--- config.mk ---
export PLATFORM = sky130hd
export DESIGN_NAME = updown_counter_mod_flat
export DESIGN_NICKNAME = d
export VERILOG_FILES = /design/src/rtl/cnt_pkg.sv /design/src/rtl/updown_counter_mod_if.sv /design/src/rtl/cnt_prescaler.sv /design/src/rtl/updown_counter_mod.sv /design/src/flat_wrapper.sv
export SDC_FILE = /design/constraint.sdc
export NUM_CORES = 1
export LEC_CHECK = 0
export ABC_AREA = 1
export ABC_CLOCK_PERIOD_IN_PS = 3870
export BUFFER_PORTS_ARGS = -buffer_cell sky130_fd_sc_hd__buf_2
export CAP_MARGIN = 20
export CORE_MARGIN = 2
export CORE_UTILIZATION = 30
export CTS_CLUSTER_DIAMETER = 30
export DETAILED_ROUTE_END_ITERATION = 16
export PLACE_DENSITY = 0.52
export SLEW_MARGIN = 20
export SYNTH_ARGS = -nofsm -noshare
export SYNTH_HDL_FRONTEND = slang
export SYNTH_SLANG_ARGS = --single-unit
--- constraint.sdc ---
create_clock -name clk -period 3.87 [get_ports clk]
set_input_delay 0.1935 -clock clk [delete_from_list [all_inputs] [get_ports clk]]
set_output_delay 0.1935 -clock clk [all_outputs]
set_load 0.005 [all_outputs]
--- src/rtl/cnt_pkg.sv ---
// Shared constants and helpers for the modulo-N up/down counter.
// Direction encodings and a log2 helper for sizing the prescaler.
package cnt_pkg;

    localparam logic DIR_UP = 1'b1;
    localparam logic DIR_DN = 1'b0;

    // Ceiling log2; returns 0 for v <= 1.
    function automatic int clog2(input int v);
        int r;
        int x;
        r = 0;
        x = v - 1;
        while (x > 0) begin
            r++;
            x = x >> 1;
        end
        return r;
    endfunction

endpackage

--- src/rtl/updown_counter_mod_if.sv ---
// Control/status bundle for updown_counter_mod.
// Port sat exists only when CNT_SAT_EN is defined.
interface updown_counter_mod_if #(
    parameter int WIDTH = 4
);

    logic             en;
    logic             up_down;
    logic             load;
    logic [WIDTH-1:0] load_val;
`ifdef CNT_SAT_EN
    logic             sat;
`endif
    logic [WIDTH-1:0] q;
    logic             at_zero;
    logic             at_max;
    logic             wrap;

    modport master (
        output en, up_down, load, load_val,
`ifdef CNT_SAT_EN
        output sat,
`endif
        input  q, at_zero, at_max, wrap
    );

    modport slave (
        input  en, up_down, load, load_val,
`ifdef CNT_SAT_EN
        input  sat,
`endif
        output q, at_zero, at_max, wrap
    );

endinterface

--- src/rtl/cnt_prescaler.sv ---
// Clock-enable prescaler: tick once every PRESCALE enabled clocks.
// Phase freezes while en=0; clr restarts the period.
module cnt_prescaler
    import cnt_pkg::*;
#(
    parameter int PRESCALE = 1
) (
    input  logic clk,
    input  logic rst,
    input  logic en,
    input  logic clr,
    output logic tick
);

    localparam int PW = (clog2(PRESCALE) < 1) ? 1 : clog2(PRESCALE);
    localparam logic [PW-1:0] LAST = PW'(PRESCALE - 1);

    logic [PW-1:0] pre_cnt;

    // With PRESCALE=1 the count never leaves 0, so tick stays high.
    assign tick = (pre_cnt == LAST);

    // Phase counter: clears on load, advances only while enabled.
    always_ff @(posedge clk or negedge rst) begin
        if (!rst) begin
            pre_cnt <= '0;
        end else if (clr) begin
            pre_cnt <= '0;
        end else if (en) begin
            pre_cnt <= tick ? '0 : pre_cnt + PW'(1);
        end
    end

endmodule

--- src/rtl/updown_counter_mod.sv ---
// Modulo-MODULUS up/down counter with load, prescaler and wrap pulse.
// Optional macro CNT_SAT_EN adds a sat input that saturates at the ends.
module updown_counter_mod
    import cnt_pkg::*;
#(
    parameter int WIDTH    = 4,
    parameter int MODULUS  = 16,
    parameter int PRESCALE = 1
) (
    input logic clk,
    input logic rst,
    updown_counter_mod_if.slave bus
);

    localparam logic [WIDTH-1:0] MAXQ = WIDTH'(MODULUS - 1);
    localparam logic [WIDTH:0]   MAXW = (WIDTH + 1)'(MODULUS - 1);

    logic [WIDTH-1:0] q_r;
    logic [WIDTH-1:0] q_n;
    logic             wrap_r;
    logic             wrap_n;
    logic             tick;
    logic             step;
    logic             do_up;
    logic             do_dn;
    logic             wrap_ok;
    logic [WIDTH-1:0] ld_clamp;

    cnt_prescaler #(
        .PRESCALE (PRESCALE)
    ) u_pre (
        .clk  (clk),
        .rst  (rst),
        .en   (bus.en),
        .clr  (bus.load),
        .tick (tick)
    );

`ifdef CNT_SAT_EN
    assign wrap_ok = ~bus.sat;
`else
    assign wrap_ok = 1'b1;
`endif

    assign step  = bus.en & tick;
    assign do_up = step & ~bus.load & (bus.up_down == DIR_UP);
    assign do_dn = step & ~bus.load & (bus.up_down == DIR_DN);

    // Load values beyond the range clamp to MODULUS-1.
    assign ld_clamp = ({1'b0, bus.load_val} > MAXW) ? MAXQ : bus.load_val;

    // Next count and wrap: load beats step beats hold.
    always_comb begin
        q_n    = q_r;
        wrap_n = 1'b0;
        unique case (1'b1)
            bus.load: begin
                q_n = ld_clamp;
            end
            do_up: begin
                if (q_r == MAXQ) begin
                    if (wrap_ok) begin
                        q_n    = '0;
                        wrap_n = 1'b1;
                    end
                end else begin
                    q_n = q_r + WIDTH'(1);
                end
            end
            do_dn: begin
                if (q_r == '0) begin
                    if (wrap_ok) begin
                        q_n    = MAXQ;
                        wrap_n = 1'b1;
                    end
                end else begin
                    q_n = q_r - WIDTH'(1);
                end
            end
            default: begin
                q_n    = q_r;
                wrap_n = 1'b0;
            end
        endcase
    end

    // Count and wrap registers.
    always_ff @(posedge clk or negedge rst) begin
        if (!rst) begin
            q_r    <= '0;
            wrap_r <= 1'b0;
        end else begin
            q_r    <= q_n;
            wrap_r <= wrap_n;
        end
    end

    assign bus.q       = q_r;
    assign bus.wrap    = wrap_r;
    assign bus.at_zero = (q_r == '0);
    assign bus.at_max  = (q_r == MAXQ);

endmodule

--- src/flat_wrapper.sv ---
// flat-port wrapper written by rule: the top's interface ports become plain ports
module updown_counter_mod_flat import cnt_pkg::*;
#(
    parameter int WIDTH    = 4,
    parameter int MODULUS  = 16,
    parameter int PRESCALE = 1
)
  (clk, rst, bus_en, bus_up_down, bus_load, bus_load_val, bus_q, bus_at_zero, bus_at_max, bus_wrap);
  updown_counter_mod_if #(.WIDTH(WIDTH)) bus_i ();
  input logic clk;
  input logic rst;
  input wire logic [$bits(bus_i.en)-1:0] bus_en;
  input wire logic [$bits(bus_i.up_down)-1:0] bus_up_down;
  input wire logic [$bits(bus_i.load)-1:0] bus_load;
  input wire logic [$bits(bus_i.load_val)-1:0] bus_load_val;
  output wire logic [$bits(bus_i.q)-1:0] bus_q;
  output wire logic [$bits(bus_i.at_zero)-1:0] bus_at_zero;
  output wire logic [$bits(bus_i.at_max)-1:0] bus_at_max;
  output wire logic [$bits(bus_i.wrap)-1:0] bus_wrap;
  assign bus_i.en = bus_en;
  assign bus_i.up_down = bus_up_down;
  assign bus_i.load = bus_load;
  assign bus_i.load_val = bus_load_val;
  assign bus_q = bus_i.q;
  assign bus_at_zero = bus_i.at_zero;
  assign bus_at_max = bus_i.at_max;
  assign bus_wrap = bus_i.wrap;
  updown_counter_mod #(.WIDTH(WIDTH), .MODULUS(MODULUS), .PRESCALE(PRESCALE)) u_core (.clk(clk), .rst(rst), .bus(bus_i));
endmodule
== Word-level counts from Yosys, hierarchy flattened ==
Cells that the tools add are included.

* Output and inout bits: 7
* Input port bits: 9
* Register bits: 6
* Word-level logic and storage cells: 26

* Equality and inequality tests: 1
* Muxes and demuxes: 9
* Add/subtract/negate cells: 3
* Bitwise gates (word level): 7
* Reductions and logical operators: 3

{| class="wikitable"
|+ Operators by type and width
! operator !! count
|-
| $pmux W4 S3 || 1
|-
| $mux W4 || 2
|-
| $mux W1 || 5
|-
| $add A4 B1 Y4 const B || 1
|-
| $and A1 B1 Y1 || 4
|-
| $eq A4 B4 Y1 const B || 1
|-
| $logic_not A4 Y1 || 1
|-
| $sub A4 B1 Y4 const B || 1
|-
| $not A1 Y1 || 3
|-
| $reduce_bool A3 Y1 || 1
|-
| $pmux W1 S2 || 1
|-
| $reduce_bool A2 Y1 || 1
|-
| $add A1 B1 Y1 const B || 1
|}

== Longest topological paths before layout ==
Gate-level depths: netlist of the first run.

* Word-level depth: 5
* Gate-level depth with buffers: 8
* Mapped depth without buffers: 8

== By module ==
Synthesis of the first run repeated with hierarchy kept, for this count alone.

* Cells, all modules: 69
* Area total of the unflattened synthesis: 441.7 um2

{| class="wikitable"
|+ By module, submodules not included
! module !! seq. area each (um2) !! area each (um2) !! times used !! cells each
|-
| updown_counter_mod || 125.1 || 430.4 || 1 || 67
|-
| cnt_prescaler || 0.0 || 11.3 || 1 || 2
|}

== Least setup slack after synthesis of the first run ==
No wires, ideal clock.

* Path type: reg-to-reg
* From: reg u_core.q_r[0], in the netlist u_core.bus.q[0]
* To: reg u_core.q_r[3], in the netlist u_core.bus.q[3]
* Arrival: 1153 ps
* Cell stages (with the launch flop): 9
* Path slack: 2600 ps
* Library setup time: 117 ps
* Clock period less this slack: 1270 ps
* Buffers on the path: 0
* Required time: 3753 ps
* Path through: dfrtp_1 -> inv_1 -> ha_1 -> nand2_2 -> nand2_1 -> nor2_1 -> nor2_2 -> nor2_1 -> nor2_1

* Longest elaborated chain between the ends: 3
* Elaborated cells between the ends (all ways): 7
* Classes of those cells: 2 x add/sub; 1 x eq/ne; 3 x mux; 1 x reduce/logical

{| class="wikitable"
|+ Ends and longest elaborated chain
! element !! line !! source
|-
| start: declaration || updown_counter_mod.sv:18 || <nowiki>logic [WIDTH-1:0] q_r;</nowiki>
|-
| start signal: assignment || updown_counter_mod.sv:93 || <nowiki>q_r <= q_n;</nowiki>
|-
| $sub A4 B1 Y4, or another cell as far along || updown_counter_mod.sv:77 || <nowiki>q_n = q_r - WIDTH'(1);</nowiki>
|-
| $mux W4 (on tied branches) || updown_counter_mod.sv:71, updown_counter_mod.sv:61 ||
|-
| $pmux W4 S3 (*) || updown_counter_mod.sv:56 || <nowiki>unique case (1'b1)</nowiki>
|}

Mark *: on every way between the ends. The rest lies on a longest branch, timed or not.
A chain may end at the register's enable or synchronous reset.

== Worst setup path after layout of the first run ==
* From: reg u_core.q_r[0], in the netlist u_core.bus.q[0]
* To: out bus_at_zero

* Longest elaborated chain between the ends: 1

{| class="wikitable"
|+ Ends and longest elaborated chain
! element !! line !! source
|-
| $logic_not A4 Y1 || updown_counter_mod.sv:100 || <nowiki>assign bus.at_zero = (q_r == '0);</nowiki>
|-
| end: declaration || flat_wrapper.sv:17 || <nowiki>output wire logic [$bits(bus_i.at_zero)-1:0] bus_at_zero;</nowiki>
|}

Every way passes these cells.

==> impl_metrics.csv, run 1 <==
group,metric,value,unit
route,drc_errors,0,
setup_path,critPathKind,"register to output port",
placed_design,dp_hpwl,792.9,µm
route,drt_pre_antenna_iters,4,
setup_path,endpoint_kind,"output port",
synthesis,ys_types,22,
layout,drive_gt1_frac,0.3750,
synthesis,syn_area,436.7,µm²
synthesis,async_flop_share,1.000,
power_and_ir_drop,power_density,340.0,mW/mm²
grt,grt_overflow_total,0,
route,wl_per_cell,10.23,µm
power_and_ir_drop,swShare,0.3497,
clocking,cts-root-buf,"clkbuf_4",
setup_path,start_kind,"register",
placed_design,place.gp.congestion,0.7562,
setup_path,timing.critical_path.to,"bus_at_zero",
grt,antenna_found_initial,0,
setup_path,critical_path_buf_inv_count,2,
clocking,postCtsHoldBufs,1,
setup_path,startpoint,"u_core.bus.q[0]$_DFFE_PN0P_",
floorplan,die_h,42.15,µm
clocking,cts.htree.levels,1,
power_and_ir_drop,p_leak,0.2847,nW
status,outcome,"complete, no violations",
power_and_ir_drop,p_sw,66.05,µW
floorplan,num_rows,13,
setup_path,path_cells,"inv_1 > ha_1 > nand2_2 > nor2_2 > buf_2",
clocking,postCtsSetupRepairBufs,0,
timing,max_freq,646.6,MHz
grt,grt_pass1_wl,1.856,mm
floorplan,fp.dieArea,0.001777,mm²
layout,instances_no_fill,95,
route,vias,446,
clocking,clockBufferDepth,2,
setup_path,cpPeakStageDelay,0.45,ns
floorplan,core-area,0.001334,mm²
synthesis,synth.most_common_cell,"nand2_1",
route,post_drt_via_cell_ratio,4.695,
synthesis,ys_top_cells_by_area,"dfrtp_1, nand2_1, nor2_1",
synthesis,synth_top_area_frac,0.2865,
synthesis,yosys_warnings,0,
grt,grt_usage,0.1381,
timing,skew,0.005700,ns
power_and_ir_drop,pwr-share-clk,0.317,
route,finalWirelength,972,µm
clocking,cts_resized,0,
timing,setup_viol,0,
placed_design,placed_area,519.2,µm²
floorplan,num_io_pins,16,
synthesis,synth-seq-cells,5,
timing,period_needed,1.547,ns
synthesis,ys_seq_area_frac,0.2865,
floorplan,start_util,0.3274,
setup_path,crit_fanout,7,
synthesis,synth_common_cells,"nand2_1, nor2_1, dfrtp_1",
timing,hold_viol_final,0,
layout,fin_util,0.4165,
power_and_ir_drop,power.share.combinational,0.302,
power_and_ir_drop,vdd_drop_max,0.0002569,V
power_and_ir_drop,seqPwrFrac,0.380,
layout,design_area,555.5,µm²
clocking,cts_buffers,3,
setup_path,timing.rr.start,"u_core.bus.q[0]$_DFFE_PN0P_",
synthesis,syn_avg_cell_area,7.159,µm²
placed_design,preCtsSetupSlack,2.442,ns
timing,slew_headroom,0.7370,
timing,period_share,0.3997,
synthesis,synth_cells,61,
route,ant_nets,0,
synthesis,syn_nets,72,
setup_path,r2r.worst_path.cells,8,
run,cap_violations,0,
clocking,cts_tree,"done",
layout,nets,92,
placed_design,portBuffers,15,
setup_path,crit_path_top_delay_cell,"dfrtp_1",
setup_path,path_depth,5,
power_and_ir_drop,cellInternalPower,122.9,µW
grt,grt_pass1_vias,403,
timing,final-max-slew-violation-count,0,
hold_path,hold_class,"primary input to register",
setup_path,r2r-end,"u_core.bus.q[3]$_DFFE_PN0P_",
layout,area_growth,27.22,%
timing,worst_slew_pin_slew,0.3945,ns
setup_path,r2r_setup_slack,2.45,ns
setup_path,cp.required,3.68,ns
clocking,clkTransAtPathRegs,0.04,ns
placed_design,dp.cells,90,
setup_path,critPathArrivalTime,1.35,ns
layout,antennaDiodeCount,0,
timing,tns,0,ns
clocking,clkLatencyLatePin,0.24,ns
synthesis,yosysTopAreaCell,"dfrtp_1",
timing,setup_ws,2.323,ns
layout,num-fill-cells,150,
timing,rsz0062_at_grt,"no",
route,drtIter0Drc,3,
clocking,cts_sinks,5,
floorplan,fp.dieW,42.15,µm
setup_path,critical_path.top_delay_family,"flip-flops",
grt,grt_max_degree,11,
synthesis,synth_edf_count,0,
synthesis,ys.flop_type,"dfrtp_1",
## final cells by class
| cell class | instances | area, µm² | share of cell area |
|---|---|---|---|
| Sequential cell | 5 | 125.1 | 0.2252 |
| Multi-Input combinational cell | 48 | 274.0 | 0.4932 |
| Inverter | 7 | 26.28 | 0.04730 |
| Tap cell | 15 | 18.77 | 0.03378 |
| Timing Repair Buffer | 16 | 85.08 | 0.1532 |
| Clock buffer | 4 | 26.28 | 0.04730 |
## metal layers
metal,vias up,GRT usage,share of wire
li1,236,-,-
met1,193,0.2010,0.51
met2,15,0.1656,0.41
met3,2,0.06897,0.068
met4,0,0.05625,0.0082
met5,-,0,0
## worst min path at each step
| stage | startpoint | end | slack [ns] | depth (start not counted) |
|---|---|---|---|---|
| floorplan | rst | u_core.bus.q[0]$_DFFE_PN0P_ | -0.10 | 0 |
| global placement | rst | u_core.bus.q[1]$_DFFE_PN0P_ | 0.01 | 1 |
| detailed placement | rst | u_core.bus.q[2]$_DFFE_PN0P_ | 0.01 | 1 |
| CTS | bus_load_val[2] | u_core.bus.q[2]$_DFFE_PN0P_ | 0.17 | 3 |
| global route | bus_load_val[2] | u_core.bus.q[2]$_DFFE_PN0P_ | 0.16 | 3 |
| finish | bus_load_val[2] | u_core.bus.q[2]$_DFFE_PN0P_ | 0.17 | 3 |
## through the flow
step / hold WS [ns] / power, mW
finish: 0.1719 / 0.1889
global route: 0.1642 / 0.2131
CTS: 0.1698 / 0.1919
detailed placement: 0.01270 / 0.1296
global placement: 0.01076 / 0.1296
floorplan: -0.1021 / 0.1108
## worst register-to-register path, cell delays in order, from the launching register on
cell and delay (ns):
dfrtp_1 0.46, inv_1 0.13, ha_1 0.25, nand2_2 0.09, nand2_1 0.06, nor2_1 0.13, nor2_2 0.04, nor2_1 0.11
nor2_1 0.04
## power groups by stage
stage          clock network, mW  registers (mW)  logic [mW]
3_3_place_gp                   0          0.0728      0.0569
3_5_place_dp                   0          0.0729      0.0567
2_1_floorplan                  0          0.0668      0.0440
4_1_cts                   0.0621          0.0721      0.0577
6_report                  0.0599          0.0719      0.0571
5_1_grt                   0.0735          0.0733      0.0662
## cells by family (layout without fill, tap and decap cells)
kind of cell	after synthesis	in the layout	synth area share
compound gates	8	8	0.1146
xor+xnor	2	2	0.04012
fa+ha+maj	2	2	0.05730
buf+inv	8	27	0.08595
flops	5	5	0.2865
simple gates	36	36	0.4154
## cell usage in the layout, fill, tap and decap left out, drive strengths merged
cell and count:
a21oi 3, a31oi 1, buf 15, clkbuf 4, dfrtp 5, dlygate4sd3 1
ha 2, inv 7, nand2 15, nand3 4, nand4 2, nor2 14
nor3 1, o21a 1, o21ai 2, o31ai 1, xnor2 1, xor2 1
## sequential cells by signal (all words and copies together), names as in the netlist
name             count
u_core.bus.q         4
u_core.bus.wrap      1
No activity file was read; power rests on OpenSTA's default activity.
==> run 2: changes to the inputs <==
- ABC_CLOCK_PERIOD_IN_PS: 3870 -> 1500
- clock period: 3.87 -> 1.5 ns (I/O delays scaled with it)
==> impl_metrics.csv, run 2 (synthesis results as in run 1) <==
group,metric,value,unit
grt,grt-busiest-layer,"met2",
clocking,clkLatencyLatePin,0.25,ns
setup_path,endpoint_kind,"output port",
timing,tns,0,ns
grt,grt_overflow_total,0,
clocking,postCtsSetupRepairBufs,0,
timing,setup_viol,0,
setup_path,crit_path_top_delay_cell,"dfrtp_1",
power_and_ir_drop,p_leak,0.2911,nW
clocking,cts-root-buf,"clkbuf_4",
route,post_drt_via_cell_ratio,4.760,
timing,period_share,0.9117,
grt,grt_max_degree,11,
layout,multi_input_area,274.0,µm²
timing,rsz0062_at_grt,"no",
power_and_ir_drop,vdd_drop_max,0.0004612,V
clocking,cts_tree,"done",
layout,regArea,125.1,µm²
route,wl_per_cell,9.917,µm
route,ant_nets,0,
clocking,clkTransAtPathRegs,0.05,ns
grt,met2_usage,0.2000,
timing,skew,0.006396,ns
setup_path,start_kind,"register",
floorplan,fp.dieW,42.15,µm
setup_path,cp.required,1.42,ns
hold_path,hold_class,"primary input to register",
floorplan,start_util,0.3274,
hold_path,min_delay_path_depth,3,
timing,slew_headroom,0.7491,
floorplan,num_io_pins,16,
route,vias,457,
grt,antenna_found_initial,0,
layout,largest_reg_flops,4,
floorplan,die_h,42.15,µm
timing,final-max-slew-violation-count,0,
clocking,cts.htree.levels,1,
timing,finalHoldWorstSlack,0.03778,ns
setup_path,crit_fanout,7,
status,outcome,"complete, no violations",
placed_design,placed_area,526.8,µm²
layout,nets,93,
layout,instances_no_fill,96,
clocking,cts_sinks,5,
grt,grt_pass1_vias,408,
setup_path,cpPeakStageDelay,0.46,ns
clocking,cts_buffers,3,
setup_path,critPathKind,"register to output port",
layout,design_area,564.3,µm²
clocking,clockBufferDepth,2,
route,drt_pre_antenna_iters,4,
floorplan,core-area,0.001334,mm²
route,drc_errors,0,
timing,hold_viol_final,0,
timing,worst_slew_pin_slew,0.3764,ns
grt,grt_usage,0.1340,
layout,final_common_cell,"buf_2",
layout,drive_gt1_frac,0.4074,
floorplan,fp.dieArea,0.001777,mm²
floorplan,num_rows,13,
placed_design,portBuffers,15,
layout,area_growth,29.23,%
placed_design,dp_hpwl,817.6,µm
timing,max_freq,731.2,MHz
grt,grt_use_met1,0.1714,
grt,grt_pass1_wl,1.780,mm
setup_path,critPathArrivalTime,1.29,ns
layout,final_cell_mix,"buf_2, nand2_1, nor2_1",
power_and_ir_drop,power_density,874.1,mW/mm²
setup_path,path_cells,"ha_1 > nand2_2 > nor2_4 > buf_2",
grt,met3_usage,0.02586,
placed_design,place.gp.congestion,0.7485,
layout,antennaDiodeCount,0,
route,finalWirelength,952,µm
layout,num-fill-cells,147,
timing,period_needed,1.368,ns
setup_path,r2r.worst_path.cells,8,
placed_design,dp.cells,91,
route,drtIter0Drc,13,
run,cap_violations,0,
==> run 2: changes by cell type in the layout (fill, tap and decap cells not counted) <==
cell	change
clkbuf_1	-1
buf_4	+1
inv_2	+1
clkinv_2	+1
inv_1	-1
==> run 2: power by group <==
part	total, mW	internal [mW]	switching [mW]	leakage, nW
Combinational	0.155	0.0712	0.0834	0.212
Sequential	0.182	0.150	0.0321	0.0609
Clock	0.157	0.0967	0.0603	0.0177
==> run 2: cell type report <==
cell class / count / share of cell area
Inverter: 7 / 0.04656
Timing Repair Buffer: 17 / 0.1641
Clock buffer: 3 / 0.03991
Clock inverter: 1 / 0.008869
Multi-Input combinational cell: 48 / 0.4856
Sequential cell: 5 / 0.2217
Tap cell: 15 / 0.03326
==> run 2: layer usage <==
layer  up-vias  wire length [µm]
li1        237                 -
met1       201               434
met2        17               437
met3         2                69
met4         0                11
met5         -                 0
==> run 2: per-stage QoR <==
step | util | worst slack, ns | power [mW]
final | 0.4231 | 0.1325 | 0.4932
after global routing | 0.4231 | 0.01255 | 0.5395
after CTS | 0.4231 | 0.07572 | 0.5030
after detailed placement | 0.3949 | 0.1387 | 0.3380
after global placement | 0.3949 | 0.1142 | 0.3398
after floorplan | - | 0.2302 | 0.2858
==> run 2: repair_timing <==
| item | 4_1_cts | 5_1_grt |
|---|---|---|
| gates resized for setup | 0 | 1 |
| hold endpoints to repair | 5 | 0 |
| setup endpoints to repair | 0 | 3 |
| hold buffers | 1 | 0 |
==> run 2: path summary, 6_finish.rpt <==
kind	from	end	slack [ns]
worst max-delay path	u_core.bus.q[0]$_DFFE_PN0P_	bus_at_max	0.13
min in group asynchronous	rst	u_core.bus.q[2]$_DFFE_PN0P_	0.18
worst max register to register	u_core.bus.q[0]$_DFFE_PN0P_	u_core.bus.q[3]$_DFFE_PN0P_	0.18
worst min-delay path	bus_load_val[2]	u_core.bus.q[2]$_DFFE_PN0P_	0.04
max in group asynchronous	rst	u_core.bus.wrap$_DFF_PN0_	1.18
worst min register to register	u_core.bus.q[1]$_DFFE_PN0P_	u_core.bus.q[1]$_DFFE_PN0P_	0.63
==> run 2: worst max-delay path: cells and delay by family (launching register included) <==
| family | cells | cell delay [ns] |
|---|---|---|
| flip-flops | 1 | 0.46 |
| adder cells (fa/ha/maj) | 1 | 0.25 |
| AND/OR/NAND/NOR | 2 | 0.21 |
| buffers and inverters | 1 | 0.12 |
==> run 3: changes to the inputs <==
- ABC_CLOCK_PERIOD_IN_PS: 1500 -> 1300
- clock period: 1.5 -> 1.3 ns (I/O delays scaled with it)
==> impl_metrics.csv, run 3 (synthesis results as in run 1) <==
group,metric,value,unit
route,post_drt_via_cell_ratio,4.606,
hold_path,min_delay_path_depth,3,
layout,largest_reg_flops,4,
power_and_ir_drop,seqPwrFrac,0.345,
setup_path,crit_fanout,4,
floorplan,num_io_pins,16,
setup_path,endpoint_kind,"output port",
timing,slew_headroom,0.8262,
clocking,cts_buffers,3,
layout,final_cell_mix,"buf_2, nand2_1, nor2_1",
layout,num-fill-cells,161,
power_and_ir_drop,pwr-share-clk,0.294,
layout,area_growth,40.40,%
layout,regArea,127.6,µm²
layout,nets,96,
power_and_ir_drop,power.share.combinational,0.361,
placed_design,placed_area,541.8,µm²
timing,max_freq,811.7,MHz
timing,tns,0,ns
clocking,cts_sinks,5,
layout,instances_no_fill,99,
floorplan,fp.dieArea,0.001777,mm²
setup_path,cp.required,1.24,ns
timing,period_share,0.9477,
hold_path,holdPathEnd,"u_core.bus.q[2]$_DFFE_PN0P_",
route,drc_errors,0,
setup_path,start_kind,"register",
route,vias,456,
clocking,cts-root-buf,"clkbuf_4",
setup_path,critPathArrivalTime,1.17,ns
clocking,clockBufferDepth,2,
power_and_ir_drop,p_sw,210.7,µW
power_and_ir_drop,cellInternalPower,398.0,µW
setup_path,r2r.worst_path.cells,8,
power_and_ir_drop,vdd_drop_max,0.0006147,V
setup_path,r2r_setup_slack,0.11,ns
timing,period_needed,1.232,ns
timing,worst_slew_pin_slew,0.2585,ns
clocking,clkTransAtPathRegs,0.04,ns
route,drt_pre_antenna_iters,4,
clocking,cts.htree.levels,1,
floorplan,core-area,0.001334,mm²
route,finalWirelength,1.040,mm
floorplan,die_h,42.15,µm
route,ant_nets,0,
timing,setup_viol,0,
clocking,cts_tree,"done",
grt,grt_usage,0.1331,
placed_design,dp.cells,93,
timing,rsz0062_at_grt,"no",
route,wl_per_cell,10.51,µm
layout,drive_gt1_frac,0.4762,
status,outcome,"complete, no violations",
floorplan,fp.dieW,42.15,µm
grt,grt_pass1_wl,1.773,mm
power_and_ir_drop,swShare,0.3461,
placed_design,place.gp.congestion,0.7364,
setup_path,r2r-end,"u_core.bus.q[3]$_DFFE_PN0P_",
timing,finalHoldWorstSlack,0.05002,ns
grt,grt_max_degree,11,
route,drtIter0Drc,7,
timing,skew,0.0002901,ns
run,cap_violations,0,
clocking,clkLatencyLatePin,0.24,ns
power_and_ir_drop,p_leak,0.2998,nW
setup_path,timing.rr.start,"u_core.bus.q[0]$_DFFE_PN0P_",
grt,grt_pass1_vias,430,
layout,design_area,613.1,µm²
power_and_ir_drop,power_density,992.7,mW/mm²
setup_path,critPathKind,"register to output port",
floorplan,start_util,0.3274,
grt,antenna_found_initial,0,
layout,multi_input_area,299.0,µm²
placed_design,dp_hpwl,811.3,µm
timing,final-max-slew-violation-count,0,
hold_path,hold_class,"primary input to register",
floorplan,num_rows,13,
hold_path,min_from,"bus_load_val[2]",
layout,final_common_cell,"buf_2",
timing,hold_viol_final,0,
grt,grt_overflow_total,0,
placed_design,portBuffers,15,
layout,antennaDiodeCount,0,
==> run 3: cell count changes in the layout (fill, tap and decap cells not counted), sizes merged <==
cell | previous run | this run
clkbuf | 3 | 4
buf | 16 | 19
clkinv | 1 | 0
==> run 3: power by group through the flow <==
stage	logic [mW]	registers, mW	clock network, mW
5_1_grt	0.248	0.214	0.200
3_3_place_gp	0.195	0.207	0
4_1_cts	0.207	0.204	0.189
6_report	0.220	0.210	0.179
2_1_floorplan	0.131	0.199	0
3_5_place_dp	0.195	0.207	0
==> run 3: worst max-delay path: stages (launching register included) <==
cell     delay [ns]
dfrtp_2        0.43
inv_2          0.09
ha_4           0.14
nand2_2        0.06
nor2_2         0.09
buf_2          0.12
==> run 3: metal layers <==
metal | global-route usage | wire [µm]
met4 | 0.05625 | 14
met3 | 0.05172 | 61
met2 | 0.2094 | 478
met1 | 0.1610 | 485
met5 | 0 | 0
==> run 3: what timing repair did <==
item / 4_1_cts / 5_1_grt
setup endpoints to repair: 2 / 3
hold endpoints to repair: 5 / 0
pin swaps: 0 / 1
hold buffers: 1 / 0
gates resized for setup: 1 / 7
setup buffers: 1 / 0
==> run 3: layout make-up <==
| cell class | instances | share of cell area |
|---|---|---|
| clock buffer | 4 | 0.04286 |
| sequential | 5 | 0.2082 |
| timing repair buffer | 20 | 0.1878 |
| inverter | 7 | 0.04286 |
| multi-input combinational | 48 | 0.4878 |
| tap | 15 | 0.03061 |
==> run 3: worst max-delay path by stage <==
stage / from / endpoint / slack (ns) / cells after the start
floorplan: u_core.bus.q[0]$_DFFE_PN0P_ / u_core.bus.q[3]$_DFFE_PN0P_ / 0.03 / 8
global placement: u_core.bus.q[1]$_DFFE_PN0P_ / u_core.bus.q[3]$_DFFE_PN0P_ / 0.05 / 8
detailed placement: u_core.bus.q[1]$_DFFE_PN0P_ / u_core.bus.q[3]$_DFFE_PN0P_ / 0.04 / 8
CTS: u_core.bus.q[0]$_DFFE_PN0P_ / bus_at_zero / 0.01 / 5
global route: u_core.bus.q[0]$_DFFE_PN0P_ / u_core.bus.q[3]$_DFFE_PN0P_ / 0.01 / 8
finish: u_core.bus.q[1]$_DFFE_PN0P_ / bus_at_zero / 0.07 / 5
==> run 3: per-stage QoR <==
stage	power (mW)	setup slack [ns]	util
after floorplan	0.3298	0.03025	-
after global placement	0.4018	0.04606	0.4062
after detailed placement	0.4018	0.04279	0.4062
after CTS	0.5987	0.01383	0.4409
after global routing	0.6609	0.01121	0.4597
final	0.6086	0.06797	0.4597
